File: src/rtl/key_event_if.sv
// Key-event bundle between the tick/level source and key_event_gen, including
// FSM debug visibility.
// en is a 1-clk tick qualifier with no backpressure; the event outputs are
// 1-clk pulses that the consumer must sample on every clock.
interface key_event_if #(
    parameter int CNT_WIDTH = 10
);
    logic                 en;
    logic                 level;
    logic                 repeat_en;
    logic                 short_press;
    logic                 long_press;
    logic                 repeat_pulse;
    logic                 held;
    logic [1:0]           state;
    logic [CNT_WIDTH-1:0] cnt;

    modport master (
        output en, level, repeat_en,
        input  short_press, long_press, repeat_pulse, held, state, cnt
    );

    modport slave (
        input  en, level, repeat_en,
        output short_press, long_press, repeat_pulse, held, state, cnt
    );
endinterface

File: src/rtl/key_event_gen.sv
// Classifies a debounced key level into short-press, long-press and
// auto-repeat pulses, timed in debouncer ticks.
module key_event_gen #(
    parameter int LONG_TICKS   = 600,
    parameter int REPEAT_TICKS = 150,
    parameter int CNT_WIDTH    = 10
) (
    input  logic        clk,
    input  logic        reset,
    key_event_if.slave  kif
);
    typedef enum logic [1:0] {
        IDLE  = 2'd0,
        PRESS = 2'd1,
        HOLD  = 2'd2
    } state_t;

    localparam logic [CNT_WIDTH-1:0] LONG_TERM   = CNT_WIDTH'(LONG_TICKS - 1);
    localparam logic [CNT_WIDTH-1:0] REPEAT_TERM = CNT_WIDTH'(REPEAT_TICKS - 1);
    localparam logic [CNT_WIDTH-1:0] CNT_ONE     = CNT_WIDTH'(1);

    state_t               state_q, state_d;
    logic [CNT_WIDTH-1:0] cnt_q, cnt_d;
    logic                 short_q, short_d;
    logic                 long_q, long_d;
    logic                 rep_q, rep_d;
    logic                 held_q, held_d;

    always_ff @(posedge clk or negedge reset) begin
        if (!reset) begin
            state_q <= IDLE;
            cnt_q   <= '0;
            short_q <= 1'b0;
            long_q  <= 1'b0;
            rep_q   <= 1'b0;
            held_q  <= 1'b0;
        end else begin
            state_q <= state_d;
            cnt_q   <= cnt_d;
            short_q <= short_d;
            long_q  <= long_d;
            rep_q   <= rep_d;
            held_q  <= held_d;
        end
    end

    // Release is tested before the terminal tick so it wins a same-clock race.
    always_comb begin
        state_d = state_q;
        cnt_d   = cnt_q;
        short_d = 1'b0;
        long_d  = 1'b0;
        rep_d   = 1'b0;
        held_d  = 1'b0;
        case (state_q)
            IDLE: begin
                cnt_d = '0;
                if (kif.level) begin
                    state_d = PRESS;
                end
            end
            PRESS: begin
                if (!kif.level) begin
                    short_d = 1'b1;
                    cnt_d   = '0;
                    state_d = IDLE;
                end else if (kif.en) begin
                    if (cnt_q == LONG_TERM) begin
                        long_d  = 1'b1;
                        held_d  = 1'b1;
                        cnt_d   = '0;
                        state_d = HOLD;
                    end else begin
                        cnt_d = cnt_q + CNT_ONE;
                    end
                end
            end
            HOLD: begin
                held_d = 1'b1;
                if (!kif.level) begin
                    held_d  = 1'b0;
                    cnt_d   = '0;
                    state_d = IDLE;
                end else if (kif.en) begin
                    if (cnt_q == REPEAT_TERM) begin
                        cnt_d = '0;
                        rep_d = kif.repeat_en;
                    end else begin
                        cnt_d = cnt_q + CNT_ONE;
                    end
                end
            end
            default: begin
                cnt_d   = '0;
                state_d = IDLE;
            end
        endcase
    end

    assign kif.short_press  = short_q;
    assign kif.long_press   = long_q;
    assign kif.repeat_pulse = rep_q;
    assign kif.held         = held_q;
    assign kif.state        = state_q;
    assign kif.cnt          = cnt_q;
endmodule

File: src/flat_wrapper.sv
// flat-port wrapper written by rule: the top's interface ports become plain ports
module key_event_gen_flat 
#(
    parameter int LONG_TICKS   = 600,
    parameter int REPEAT_TICKS = 150,
    parameter int CNT_WIDTH    = 10
)
  (clk, reset, kif_en, kif_level, kif_repeat_en, kif_short_press, kif_long_press, kif_repeat_pulse, kif_held, kif_state, kif_cnt);
  key_event_if #(.CNT_WIDTH(CNT_WIDTH)) kif_i ();
  input  logic clk;
  input  logic reset;
  input wire logic [$bits(kif_i.en)-1:0] kif_en;
  input wire logic [$bits(kif_i.level)-1:0] kif_level;
  input wire logic [$bits(kif_i.repeat_en)-1:0] kif_repeat_en;
  output wire logic [$bits(kif_i.short_press)-1:0] kif_short_press;
  output wire logic [$bits(kif_i.long_press)-1:0] kif_long_press;
  output wire logic [$bits(kif_i.repeat_pulse)-1:0] kif_repeat_pulse;
  output wire logic [$bits(kif_i.held)-1:0] kif_held;
  output wire logic [$bits(kif_i.state)-1:0] kif_state;
  output wire logic [$bits(kif_i.cnt)-1:0] kif_cnt;
  assign kif_i.en = kif_en;
  assign kif_i.level = kif_level;
  assign kif_i.repeat_en = kif_repeat_en;
  assign kif_short_press = kif_i.short_press;
  assign kif_long_press = kif_i.long_press;
  assign kif_repeat_pulse = kif_i.repeat_pulse;
  assign kif_held = kif_i.held;
  assign kif_state = kif_i.state;
  assign kif_cnt = kif_i.cnt;
  key_event_gen #(.LONG_TICKS(LONG_TICKS), .REPEAT_TICKS(REPEAT_TICKS), .CNT_WIDTH(CNT_WIDTH)) u_core (.clk(clk), .reset(reset), .kif(kif_i));
endmodule
File: config.mk
export PLATFORM = sky130hd
export DESIGN_NAME = key_event_gen_flat
export DESIGN_NICKNAME = d
export VERILOG_FILES = /design/src/rtl/key_event_if.sv /design/src/rtl/key_event_gen.sv /design/src/flat_wrapper.sv
export SDC_FILE = /design/constraint.sdc
export NUM_CORES = 1
export LEC_CHECK = 0
export BUFFER_PORTS_ARGS = -buffer_cell sky130_fd_sc_hd__clkbuf_2
export CAP_MARGIN = 20
export CORE_MARGIN = 3
export CORE_UTILIZATION = 30
export DETAILED_ROUTE_END_ITERATION = 7
export MAX_ROUTING_LAYER = met4
export SYNTH_ARGS = -nofsm -noshare
export SYNTH_HDL_FRONTEND = slang
export SYNTH_SLANG_ARGS = --single-unit
File: constraint.sdc
create_clock -name clk -period 2.6 [get_ports clk]
set_input_delay 0.52 -clock clk [delete_from_list [all_inputs] [get_ports clk]]
set_output_delay 0.52 -clock clk [all_outputs]
set_load 0.01 [all_outputs]
# Word-level counts from Yosys, hierarchy flattened

Cells that the tools add are included.

Logic and storage cells: 44
Output and inout port bits: 16
Bits of input ports: 5
Register bits: 16

Eq/ne operators: 9
Add/subtract/negate cells: 1
Muxes and demuxes: 25
Reduce and logical (&&, ||, !) cells: 3

Operators by type and width:

| kind                                                  | count |
|---|---|
| two-way mux 10 bit                                    | 6 |
| one-hot mux 10 bit (2 select lines)                   | 1 |
| two-way mux 1 bit                                     | 11 |
| adder 10 x 1 -> 10 bit, second input constant         | 1 |
| == test 10 bit, second input constant                 | 1 |
| == test 10 x 8 -> 1 bit, second input constant        | 1 |
| two-way mux 2 bit                                     | 5 |
| inequality test 3 bit, second input constant          | 2 |
| one-hot mux 2 bit (3 select lines)                    | 1 |
| inequality test 2 bit, second input constant          | 2 |
| AND reduction 4 bit                                   | 1 |
| inequality test 3 x 2 -> 1 bit, second input constant | 1 |
| == test 2 x 1 -> 1 bit, second input constant         | 1 |
| == test 2 bit, second input constant                  | 1 |
| zero test 2 bit                                       | 1 |
| one-hot mux 1 bit (2 select lines)                    | 1 |
| AND reduction 2 bit                                   | 1 |

# Logic depth before layout (Yosys ltp)

Gate-level depths: netlist of run 1.

Depth in word-level cells: 5
Depth in mapped cells: 7
Mapped depth without buffers: 7

# Worst setup path before layout of run 1

OpenSTA, ideal clock, no wires.

Kind: register to register
Start point: register u_core.state_q[0], in the netlist u_core.kif.state[0]
End point: register u_core.cnt_q[3], in the netlist u_core.kif.cnt[3]
Clock period less this slack: 1.747 ns
Arrival: 1.682 ns
Required time: 2.536 ns
Buffers on the path: 1
Slack: 0.853 ns
Stages on the path, launching flop included: 8
Library setup time: 0.064 ns
Cell sequence: dfrtp_1 -> inv_1 -> ha_1 -> o211a_1 -> buf_2 -> or3_1 -> a21oi_1 -> a21o_1

Word-level cells in the longest chain between the ends: 3
Elaborated cells between the ends (all ways): 6
Classes of those cells: eq/ne (4); mux (1); reduce/logical (1)

Ends and longest elaborated chain:

| item                                                           | RTL line            | RTL |
|---|---|---|
| start: declaration                                             | key_event_gen.sv:22 | `state_t state_q, state_d;` |
| start signal: assignment                                       | key_event_gen.sv:38 | `state_q <= state_d;` |
| == test 2 bit / == test 2 x 1 -> 1 bit (equally long branches) | key_event_gen.sv:55 | `case (state_q)` |
| inequality test 3 bit (no source line)                         | --                  |  |
| AND reduction 2 bit (no source line)                           | --                  |  |
| end signal: assignment                                         | key_event_gen.sv:39 | `cnt_q <= cnt_d;` |
| end: declaration                                               | key_event_gen.sv:23 | `logic [CNT_WIDTH-1:0] cnt_q, cnt_d;` |

Several ways; a longest one is shown, not always the timed one.
A chain may end at the register's enable or synchronous reset.

# Worst setup path in the final report of run 1

Start point: register u_core.cnt_q[8], in the netlist u_core.kif.cnt[8]
End point: register u_core.cnt_q[0], in the netlist u_core.kif.cnt[0]

Word-level cells in the longest chain between the ends: 5
Elaborated cells between the ends (all ways): 9
Classes of those cells: eq/ne (2); mux (7)

Ends and longest elaborated chain:

| item                                                             | RTL line |
|---|---|
| == test 10 x 8 -> 1 bit / == test 10 bit (equally long branches) | key_event_gen.sv:85, key_event_gen.sv:68 |
| two-way mux 10 bit, on equally long branches                     | key_event_gen.sv:85, key_event_gen.sv:68 |
| two-way mux 10 bit, on equally long branches                     | key_event_gen.sv:84, key_event_gen.sv:67 |
| two-way mux 10 bit, on equally long branches                     | key_event_gen.sv:80, key_event_gen.sv:63 |
| one-hot mux 10 bit (2 select lines) *                            | key_event_gen.sv:55 |

Mark *: on every way between the ends. The rest lies on a longest branch, timed or not. The select of a mux whose other input is x is not followed.

==> results.md, run 1 <==
- Total power: 592 uW
- Initial antenna violation count: 0
- Global-route wire length before repair: 3.48 mm
- Met2 Routed Length: 1.02 mm
- Worst skew pair latency: 0.28 ns
- Area growth from synthesis to layout: 16.5%
- Placed wire-length estimate: 1.64 mm
- # nets final: 129
- Die ar.: 0.00377 mm2
- Drt pass-1 iters: 4
- Clk sinks: 16
- Final Critical Period: 1.89 ns
- DR iter-0 viols: 45
- CTS Root Cell: clkbuf_4
- Total setup buffers inserted after CTS: 0
- Clk pin slew, worst setup/hold paths: 0.09 ns
- DR vias/cell: 5.57
- Total number of vias: 824
- Maxcap violations: 0
- Met1 WL: 1.03 mm
- Syn Area/Cell: 9.58 um2
- Gate Count Post-Synth: 96
- Pwr dens: 553 mW/mm2
- CP Data Arrival Time: 2.06 ns
- Largest net degree at the start of global routing: 17
- Switching share of power: 0.346
- DR top layer: met4
- Placed cells: 145
- Syn_nets: 106
- Post-CTS sizing: 0
- Register area share after synthesis: 0.435
- H-tree Lvls: 1
- Cell Rows: 19
- Post-route insts no fill: 148
- Area of the multi-input gates: 490 um2
- VDD IR max: 0.242 mV
- Total negative slack: 0 ns
- Clk pwr share: 0.214
- Status: finished clean
- Least-Margin Pin Slew: 0.414 ns
- Fin Clk Skew: 0.00294 ns
- Fin. Hold Viols: 0
- Overall routing resource usage: 0.131
- Hold-fix buffers at CTS: 0
- Final GP Congestion: 0.819
- Slew Limit Fails: 0
- Core Region: 0.00283 mm2
- TritonCTS clock tree: done
- TritonCTS Buffers: 3
- Int Pwr: 387 uW
- Comb pwr share: 0.306
- Most area-consuming cells after synthesis: dfrtp_1 44%, ha_1 6.8%, a22o_1 4.8%
- I/O Pins: 21
- Die height: 61.4 um
- Ys Warns: 0
- Final Cycle Share: 0.725
- Startpoint class of the critical path: flip-flop
- Relative slew slack: 0.722
- Unique masters post-synth: 30
- NetSw: 205 uW
- Starting density of the core: 0.325
- GR Overflow Total: 0
- Critical path class: flip-flop to flip-flop
- Routed wire per std cell: 14.7 um
- Max clock buf depth: 2
- Die Width: 61.4 um
- Unrepaired setup endpoints after global routing: no
- PortBufs: 20
- Routed wire length: 2.18 mm
- HP Class: input pin to asynchronous set/reset pin
- FMAX: 530 MHz
- Count of state elements after synthesis: 16
- Largest area contributor in the synthesized netlist: dfrtp_1
- Routed wl met3: 107 um
- Share of cells above drive strength 1: 0.239
- Filler instances: 301
- Antenna Cells: 0
- Vias in the first global route: 760
- Yosys top cell area share: 0.435
- Worst EP required: 2.77 ns
- Mapped Area: 920 um2
- Flop pwr share: 0.480
- Pleak: 0.000528 uW
- Worst setup EP type: flip-flop
- ANT nets after route: 0
- Worst-path fanout max: 10
- Final setup violation count: 0
- Sequential cell area: 400 um2
- DRC Markers: 0
metrics by stage:
stage               area [um2]   util  hold WS [ns]  setup WS (ns)
global route              1070  0.379         0.162          0.541
global placement          1050  0.371         0.467          0.739
detailed placement        1050  0.371         0.479          0.697
finish                    1070  0.379         0.156          0.714
CTS                       1070  0.379         0.157          0.686
floorplan                  920      -         0.224          0.853
area by class of cell:
cell class	instances	share of cell area
multi-input cells	73	0.458
clock buffers	3	0.0210
repair buffers	20	0.0935
flip-flops and latches	16	0.374
well taps	31	0.0362
inverters	5	0.0175
layout by cell type, fill, tap and decap left out, types with 2 or more instances in the layout:
master	instances
clkbuf_2	20
dfrtp_1	16
nand2_1	11
nand3_1	6
inv_1	5
nor2_1	5
a22o_1	5
a21oi_1	5
ha_1	5
o21ai_0	4
o21ai_1	4
nor3_1	4
nor2b_1	3
clkbuf_4	3
nand4_1	2
a31oi_1	2
o211ai_1	2
mux2i_1	2
critical path, stage by stage, from the launching register on:
cell and delay [ns]:
dfrtp_1 0.46, nor4b_4 0.39, a31oi_1 0.19, o21ai_4 0.33, nor2_2 0.14, mux2_2 0.28
cell families (layout without fill, tap and decap cells):
logic type / after synthesis / count (layout) / synth area share
compound gates: 26 / 26 / 0.193
fa+ha+maj: 5 / 5 / 0.0680
buf+inv: 7 / 28 / 0.0313
flops: 16 / 16 / 0.435
mux: 3 / 3 / 0.0340
simple gates: 39 / 39 / 0.238
flip-flops by register name, summed over array words and instances, names as in the netlist:
name                     flops
u_core.kif.held              1
u_core.kif.repeat_pulse      1
u_core.kif.short_press       1
u_core.kif.cnt              10
u_core.kif.long_press        1
u_core.kif.state             2
power groups by stage:
stage | Combinational, uW | Clock, uW | Sequential (uW)
global placement | 178 | 0 | 288
floorplan | 120 | 0 | 295
CTS | 184 | 139 | 285
global route | 201 | 149 | 288
finish | 181 | 127 | 285
detailed placement | 183 | 0 | 290
metal layers:
layer,up-vias,global-route usage
li1,395,-
met1,402,0.164
met2,23,0.207
met3,4,0.0377
met4,0,0.0364
met5,-,-
worst paths after layout:
kind	depth (start not counted)	endpoint	startpoint	slack, ns
worst min register to register	2	u_core.kif.cnt[9]	u_core.kif.cnt[9]	0.59
worst min-delay path	1	u_core.kif.cnt[3]	reset	0.16
max in group asynchronous	1	u_core.kif.state[0]	reset	2.15
worst max-delay path	5	u_core.kif.cnt[0]	u_core.kif.cnt[8]	0.71
worst max register to register	5	u_core.kif.cnt[0]	u_core.kif.cnt[8]	0.71
min in group clk	3	u_core.kif.repeat_pulse	kif_repeat_en	0.48
synth_stat cells:
cell	number
dfrtp_1	16
nand2_1	11
nand3_1	6
a21oi_1	5
a22o_1	5
ha_1	5
inv_1	5
nor2_1	5
nor3_1	4
o21ai_0	4
o21ai_1	4
nor2b_1	3
a31oi_1	2
buf_2	2
mux2i_1	2
nand4_1	2
o211ai_1	2
a21o_1	1
and2_1	1
and3_1	1
and4b_1	1
and4bb_2	1
mux2_2	1
nor2_2	1
nor4_1	1
nor4b_4	1
o211a_1	1
o21ai_4	1
o31ai_1	1
or3_1	1
(Power assumes the default switching activity.)
==> run 2, diff against run 1 <==
--- a/config.mk
+++ b/config.mk
@@ -5,6 +5,7 @@
 export SDC_FILE = /design/constraint.sdc
 export NUM_CORES = 1
 export LEC_CHECK = 0
+export ABC_AREA = 1
 export BUFFER_PORTS_ARGS = -buffer_cell sky130_fd_sc_hd__clkbuf_2
 export CAP_MARGIN = 20
 export CORE_MARGIN = 3
==> constraint.sdc (replaced) <==
create_clock -name clk -period 1.6 [get_ports clk]
set_input_delay 0.32 -clock clk [delete_from_list [all_inputs] [get_ports clk]]
set_output_delay 0.32 -clock clk [all_outputs]
set_load 0.01 [all_outputs]
==> run 2 against run 1 <==
  * Via count is 5.1% higher
  * Worst setup slack got worse by 0.60 ns
  * Clock-buffer cell count increased by 1
  * Clock power rose by 110%
  * Die area grew 10%
  * Critical path type unchanged
  * Critical endpoint is now u_core.kif.cnt[3]
==> results.md, run 2 <==
- Mapped Area: 0.00103 mm2
- H-tree Lvls: 1
- Sequential cell area: 400 um2
- Routed wl met3: 84 um
- Relative slew slack: 0.730
- Most frequent cells in the layout: 23 x nand2_1, 20 x inv_1, 20 x clkbuf_2
- Die height: 64.5 um
- TritonCTS Buffers: 3
- Gate Count Post-Synth: 124
- Startpoint class of the critical path: flip-flop
- Worst path max stage delay: 0.41 ns
- Leading cell type in the layout, fill and taps excluded: nand2_1
- Syn Area/Cell: 8.27 um2
- Global-route wire length before repair: 3.48 mm
- Die Width: 64.5 um
- Total negative slack: 0 ns
- Post-route insts no fill: 197
- VDD IR max: 0.365 mV
- TritonCTS clock tree: done
- Largest net degree at the start of global routing: 17
- Post-DP Area: 0.00120 mm2
- GR Overflow Total: 0
- Most area-consuming cells after synthesis: dfrtp_1 39%, nand2_1 9.5%, inv_1 7.7%
- DR top layer: met4
- Antenna Cells: 0
- Largest area contributor in the synthesized netlist: dfrtp_1
- Worst skew pair latency: 0.29 ns
- PortBufs: 20
- Slew Limit Fails: 0
- Fin. Hold Viols: 0
- Total number of vias: 866
- Area of the multi-input gates: 543 um2
- Maxcap violations: 0
- Worst r2r src: u_core.kif.state[0]
- HP Class: input pin to flip-flop
- Worst setup EP type: flip-flop
- Crit path depth: 9
- Clk pin slew, worst setup/hold paths: 0.10 ns
- Share of cells above drive strength 1: 0.392
- Total power: 1370 uW
- Final Critical Period: 1.48 ns
- Initial antenna violation count: 0
- Worst reg2reg endpoint: u_core.kif.cnt[3]
- CP endpoint: u_core.kif.cnt[3]
- Clk pwr share: 0.197
- Unique masters post-synth: 21
- Area growth from synthesis to layout: 27.0%
- EDFF count, synth: 0
- Worst-path fanout max: 5
- DR iter-0 viols: 19
- Count of state elements after synthesis: 16
- CP Data Arrival Time: 1.66 ns
- CP delay by family, top: flip-flops
- DRC Markers: 0
- Routed wire per std cell: 10.7 um
- Die ar.: 0.00416 mm2
- Pwr dens: 1050 mW/mm2
- Syn_nets: 134
- Overall routing resource usage: 0.109
- FF-to-FF setup slack: 0.12 ns
- Design area: 0.00130 mm2
- Worst path slowest cell: dfrtp_1
- Vias in the first global route: 806
- Flop pwr share: 0.363
- Register area share after synthesis: 0.390
- Routed wire length: 2.12 mm
- Critical path class: flip-flop to flip-flop
- Starting density of the core: 0.325
- # nets final: 164
- Worst EP required: 1.78 ns
- Placed wire-length estimate: 1.57 mm
- Final setup violation count: 0
- Synth cell count leaders: 26 x nand2_1, 21 x inv_1, 16 x dfrtp_1, 10 x nor2_1, 8 x a21oi_2
- Drt pass-1 iters: 4
- Final WS setup: 0.116 ns
- Max clock buf depth: 2
- NetSw: 534 uW
- Final GP Congestion: 0.862
- Synth async-reset ratio: 1.00
- Fin Clk Skew: 0.00394 ns
- Final Cycle Share: 0.927
- CP startpoint: u_core.kif.state[0]
- Pleak: 0.000662 uW
- Yosys top cell area share: 0.390
- Switching share of power: 0.391
- CTS Root Cell: clkbuf_4
- Worst-case reg-to-reg path depth: 9
- FMAX: 674 MHz
- Int Pwr: 832 uW
- DR vias/cell: 4.40
- Core Region: 0.00315 mm2
- ANT nets after route: 0
- Worst-path cell chain: inv_1, ha_1, nand2_2, nand2_2, nand2_4, inv_2, nor2_1, xor2_1, a21oi_2
- Placed cells: 190
- Filler instances: 333
- Synth Flop Type: dfrtp_1
- Buf/Inv on CP: 2
- Pre-CTS setup slack: 0.102 ns
- Status: finished clean
- Least-Margin Pin Slew: 0.405 ns
- Worst hold start: kif_repeat_en
- Max reg flops: 10
- Cell Rows: 20
- Met1 WL: 968 um
- Most frequent CP cell: nand2_2
- I/O Pins: 21
- Comb pwr share: 0.440
- Clk sinks: 16
- Ys Warns: 0
- Met2 Routed Length: 1.04 mm
- Count leader, synth: nand2_1
[run 2: cell types whose count changed in the layout (fill, tap and decap cells not counted), sizes merged, moves of 5 or more]
| cell | before | now |
|---|---|---|
| o21ai | 9 | 2 |
| buf | 0 | 5 |
| inv | 5 | 22 |
| nor2 | 6 | 12 |
| a22o | 5 | 0 |
| nand2 | 11 | 35 |
[run 2: tightest hold or removal path, stage by stage]
cell	delay, ns
clkbuf_2	0.08
nand3_1	0.07
nor2_1	0.04
[run 2: how the worst min path moves through the flow]
stage / endpoint / cells past startpoint
3_3_place_gp: u_core.kif.state[0] / 1
3_5_place_dp: u_core.kif.state[0] / 1
5_1_grt: u_core.kif.repeat_pulse / 3
6_report: u_core.kif.repeat_pulse / 3
2_1_floorplan: u_core.kif.cnt[0] / 0
4_1_cts: u_core.kif.short_press / 2
[run 2: logic make-up (layout without fill, tap and decap cells)]
family | count (synthesis) | after routing | share of synthesized area
compound gates | 13 | 13 | 0.0963
xor+xnor | 4 | 4 | 0.0341
fa+ha+maj | 5 | 5 | 0.0610
buf+inv | 24 | 53 | 0.102
flops | 16 | 16 | 0.390
simple gates | 62 | 62 | 0.316
[run 2: power groups by stage]
stage	sequential (uW)	clock, uW	combinational [uW]
floorplan	519	0	364
global placement	498	0	532
detailed placement	502	0	539
CTS	494	281	544
global route	504	295	662
finish	496	269	601
[run 2: final cells by class]
class	count	share of cell area
clock buffer	4	0.0279
inverter	22	0.0634
multi-input combinational	84	0.417
sequential	16	0.307
tap	44	0.0423
timing repair buffer	27	0.142
[run 2: metal layers]
| layer | global-route usage | up-vias |
|---|---|---|
| met5 | - | - |
| met2 | 0.173 | 16 |
| met4 | 0.0475 | 0 |
| met1 | 0.141 | 403 |
| li1 | - | 445 |
| met3 | 0.0121 | 2 |
[run 2: timing repair]
item                       CTS  global route
hold buffers                 1             0
buffers inserted             0             1
resized for setup            0             7
hold endpoints to repair    16             0
setup endpoints to repair    0             7
[run 2: per-stage QoR]
step                hold slack (ns)   util
finish                        0.246  0.413
global route                  0.252  0.413
CTS                           0.217  0.396
detailed placement            0.273  0.381
global placement              0.264  0.381
floorplan                    0.0244      -
==> run 3, diff against run 2 <==
--- a/config.mk
+++ b/config.mk
@@ -7,11 +7,11 @@
 export LEC_CHECK = 0
 export ABC_AREA = 1
 export BUFFER_PORTS_ARGS = -buffer_cell sky130_fd_sc_hd__clkbuf_2
-export CAP_MARGIN = 20
 export CORE_MARGIN = 3
 export CORE_UTILIZATION = 30
 export DETAILED_ROUTE_END_ITERATION = 7
 export MAX_ROUTING_LAYER = met4
+export PLACE_DENSITY = 0.61
 export SYNTH_ARGS = -nofsm -noshare
 export SYNTH_HDL_FRONTEND = slang
 export SYNTH_SLANG_ARGS = --single-unit
==> run 3 against run 2 <==
  * Total power decreased by 8.2%
  * Fmax decreased by 1.6%
  * Sequential cell count unchanged
  * Critical endpoint is now u_core.kif.cnt[8]
  * Largest power group unchanged
  * Die area unchanged
==> results.md, run 3 (synthesis gave the netlist of run 2 again) <==
- Status: finished clean
- Worst path slowest cell: dfrtp_1
- Worst r2r src: u_core.kif.state[1]
- Worst path max stage delay: 0.40 ns
- FF-to-FF setup slack: 0.09 ns
- Overall routing resource usage: 0.109
- Design area: 0.00125 mm2
- Pwr dens: 1000 mW/mm2
- Worst EP required: 1.82 ns
- Area growth from synthesis to layout: 22.0%
- Critical path class: flip-flop to flip-flop
- Vias in the first global route: 792
- Startpoint class of the critical path: flip-flop
- Die Width: 64.5 um
- CTS Root Cell: clkbuf_4
- TritonCTS clock tree: done
- I/O Pins: 21
- Max clock buf depth: 2
- Worst reg2reg endpoint: u_core.kif.cnt[8]
- FMAX: 663 MHz
- # nets final: 164
- Crit path depth: 10
- Core Region: 0.00315 mm2
- TritonCTS Buffers: 3
- Final Critical Period: 1.51 ns
- Initial antenna violation count: 0
- Max reg flops: 10
- Relative slew slack: 0.740
- Die ar.: 0.00416 mm2
- H-tree Lvls: 1
- CP Data Arrival Time: 1.72 ns
- Leading cell type in the layout, fill and taps excluded: nand2_1
- Final Cycle Share: 0.942
- Total power: 1250 uW
- Least-Margin Pin Slew: 0.391 ns
- Total negative slack: 0 ns
- PortBufs: 20
- Final core utilization: 0.397
- Slew Limit Fails: 0
- HP Class: input pin to flip-flop
- DRC Markers: 0
- Fin. Hold Viols: 0
- Total number of vias: 866
- Worst-case reg-to-reg path depth: 10
- CP endpoint: u_core.kif.cnt[8]
- Largest net degree at the start of global routing: 17
- Worst setup EP type: flip-flop
- CP startpoint: u_core.kif.state[1]
- Clk sinks: 16
- Worst skew pair latency: 0.29 ns
- DR iter-0 viols: 14
- Routed wire per std cell: 10.5 um
- Most frequent cells in the layout: 26 x nand2_1, 21 x inv_1, 20 x clkbuf_2
- CP delay by family, top: simple AND/OR/NAND/NOR gates
- Placed wire-length estimate: 1.62 mm
- VDD IR max: 0.781 mV
- Global-route wire length before repair: 3.48 mm
- Share of cells above drive strength 1: 0.355
- Clk pin slew, worst setup/hold paths: 0.09 ns
- Fin Clk Skew: 0.00854 ns
- Die height: 64.5 um
- Worst-path fanout max: 10
- Maxcap violations: 0
- Cell Rows: 20
- DR vias/cell: 4.42
- ANT nets after route: 0
- Final GP Congestion: 0.813
- Pleak: 0.000641 uW
- Buf/Inv on CP: 2
- Routed wire length: 2.05 mm
- Worst-path cell chain: inv_1, ha_1, nand2_1, nand2_1, nand2_4, buf_8, nand3_1, nand2_1, nand2_1, a21oi_2
- Starting density of the core: 0.325
- Antenna Cells: 0
- GR Overflow Total: 0
- Final setup violation count: 0
- Most frequent CP cell: nand2_1
- Unrepaired setup endpoints after global routing: no
- Drt pass-1 iters: 4
- Hold slack final: 0.241 ns
- Post-DP Area: 0.00118 mm2
## run 3: cell types whose count changed in the layout (fill, tap and decap cells not counted), sizes merged
cell | previous run | this run
buf | 5 | 6
clkbuf | 25 | 23
## run 3: stage by stage
step | instances | worst slack [ns]
floorplan | 124 | 0.181
global placement | 189 | 0.0987
detailed placement | 189 | 0.0123
CTS | 193 | 0.0272
global route | 196 | 0.000437
finish | 196 | 0.0924
## run 3: report_power, final
| part | total (uW) | leakage (uW) | internal [uW] | switching (uW) |
|---|---|---|---|---|
| registers | 494 | 0.000220 | 450 | 44.0 |
| logic | 554 | 0.000408 | 210 | 344 |
| clock network | 205 | 0.0000138 | 87.5 | 118 |
## run 3: cell type report
type | count | area [um2]
clock buffer | 3 | 22.5
timing repair buffer | 27 | 163
inverter | 22 | 82.6
sequential | 16 | 400
fill | 353 | 1900
tap | 44 | 55.1
multi-input combinational | 84 | 528
## run 3: metal layers
metal	part of all wire	routed length [um]	up-vias	track usage
met5	0	0	-	-
met4	0.0068	14	0	0.0237
met3	0.044	91	2	0.0399
met2	0.47	954	16	0.164
met1	0.48	989	403	0.140
li1	-	-	445	-
## run 3: worst min-delay path by stage
stage / start / endpoint / slack, ns / depth (start not counted)
6_report: kif_level / u_core.kif.short_press / 0.24 / 2
5_1_grt: kif_level / u_core.kif.short_press / 0.23 / 2
4_1_cts: kif_level / u_core.kif.short_press / 0.23 / 2
3_5_place_dp: reset / u_core.kif.state[0] / 0.27 / 1
3_3_place_gp: reset / u_core.kif.state[0] / 0.26 / 1
2_1_floorplan: reset / u_core.kif.cnt[0] / 0.02 / 0
## run 3: repair_timing
action / 4_1_cts / 5_1_grt
pin swaps: 0 / 1
setup endpoints to repair: 1 / 3
hold buffers: 1 / 0
buffers inserted: 0 / 3
gates resized for setup: 1 / 3
hold endpoints to repair: 16 / 0
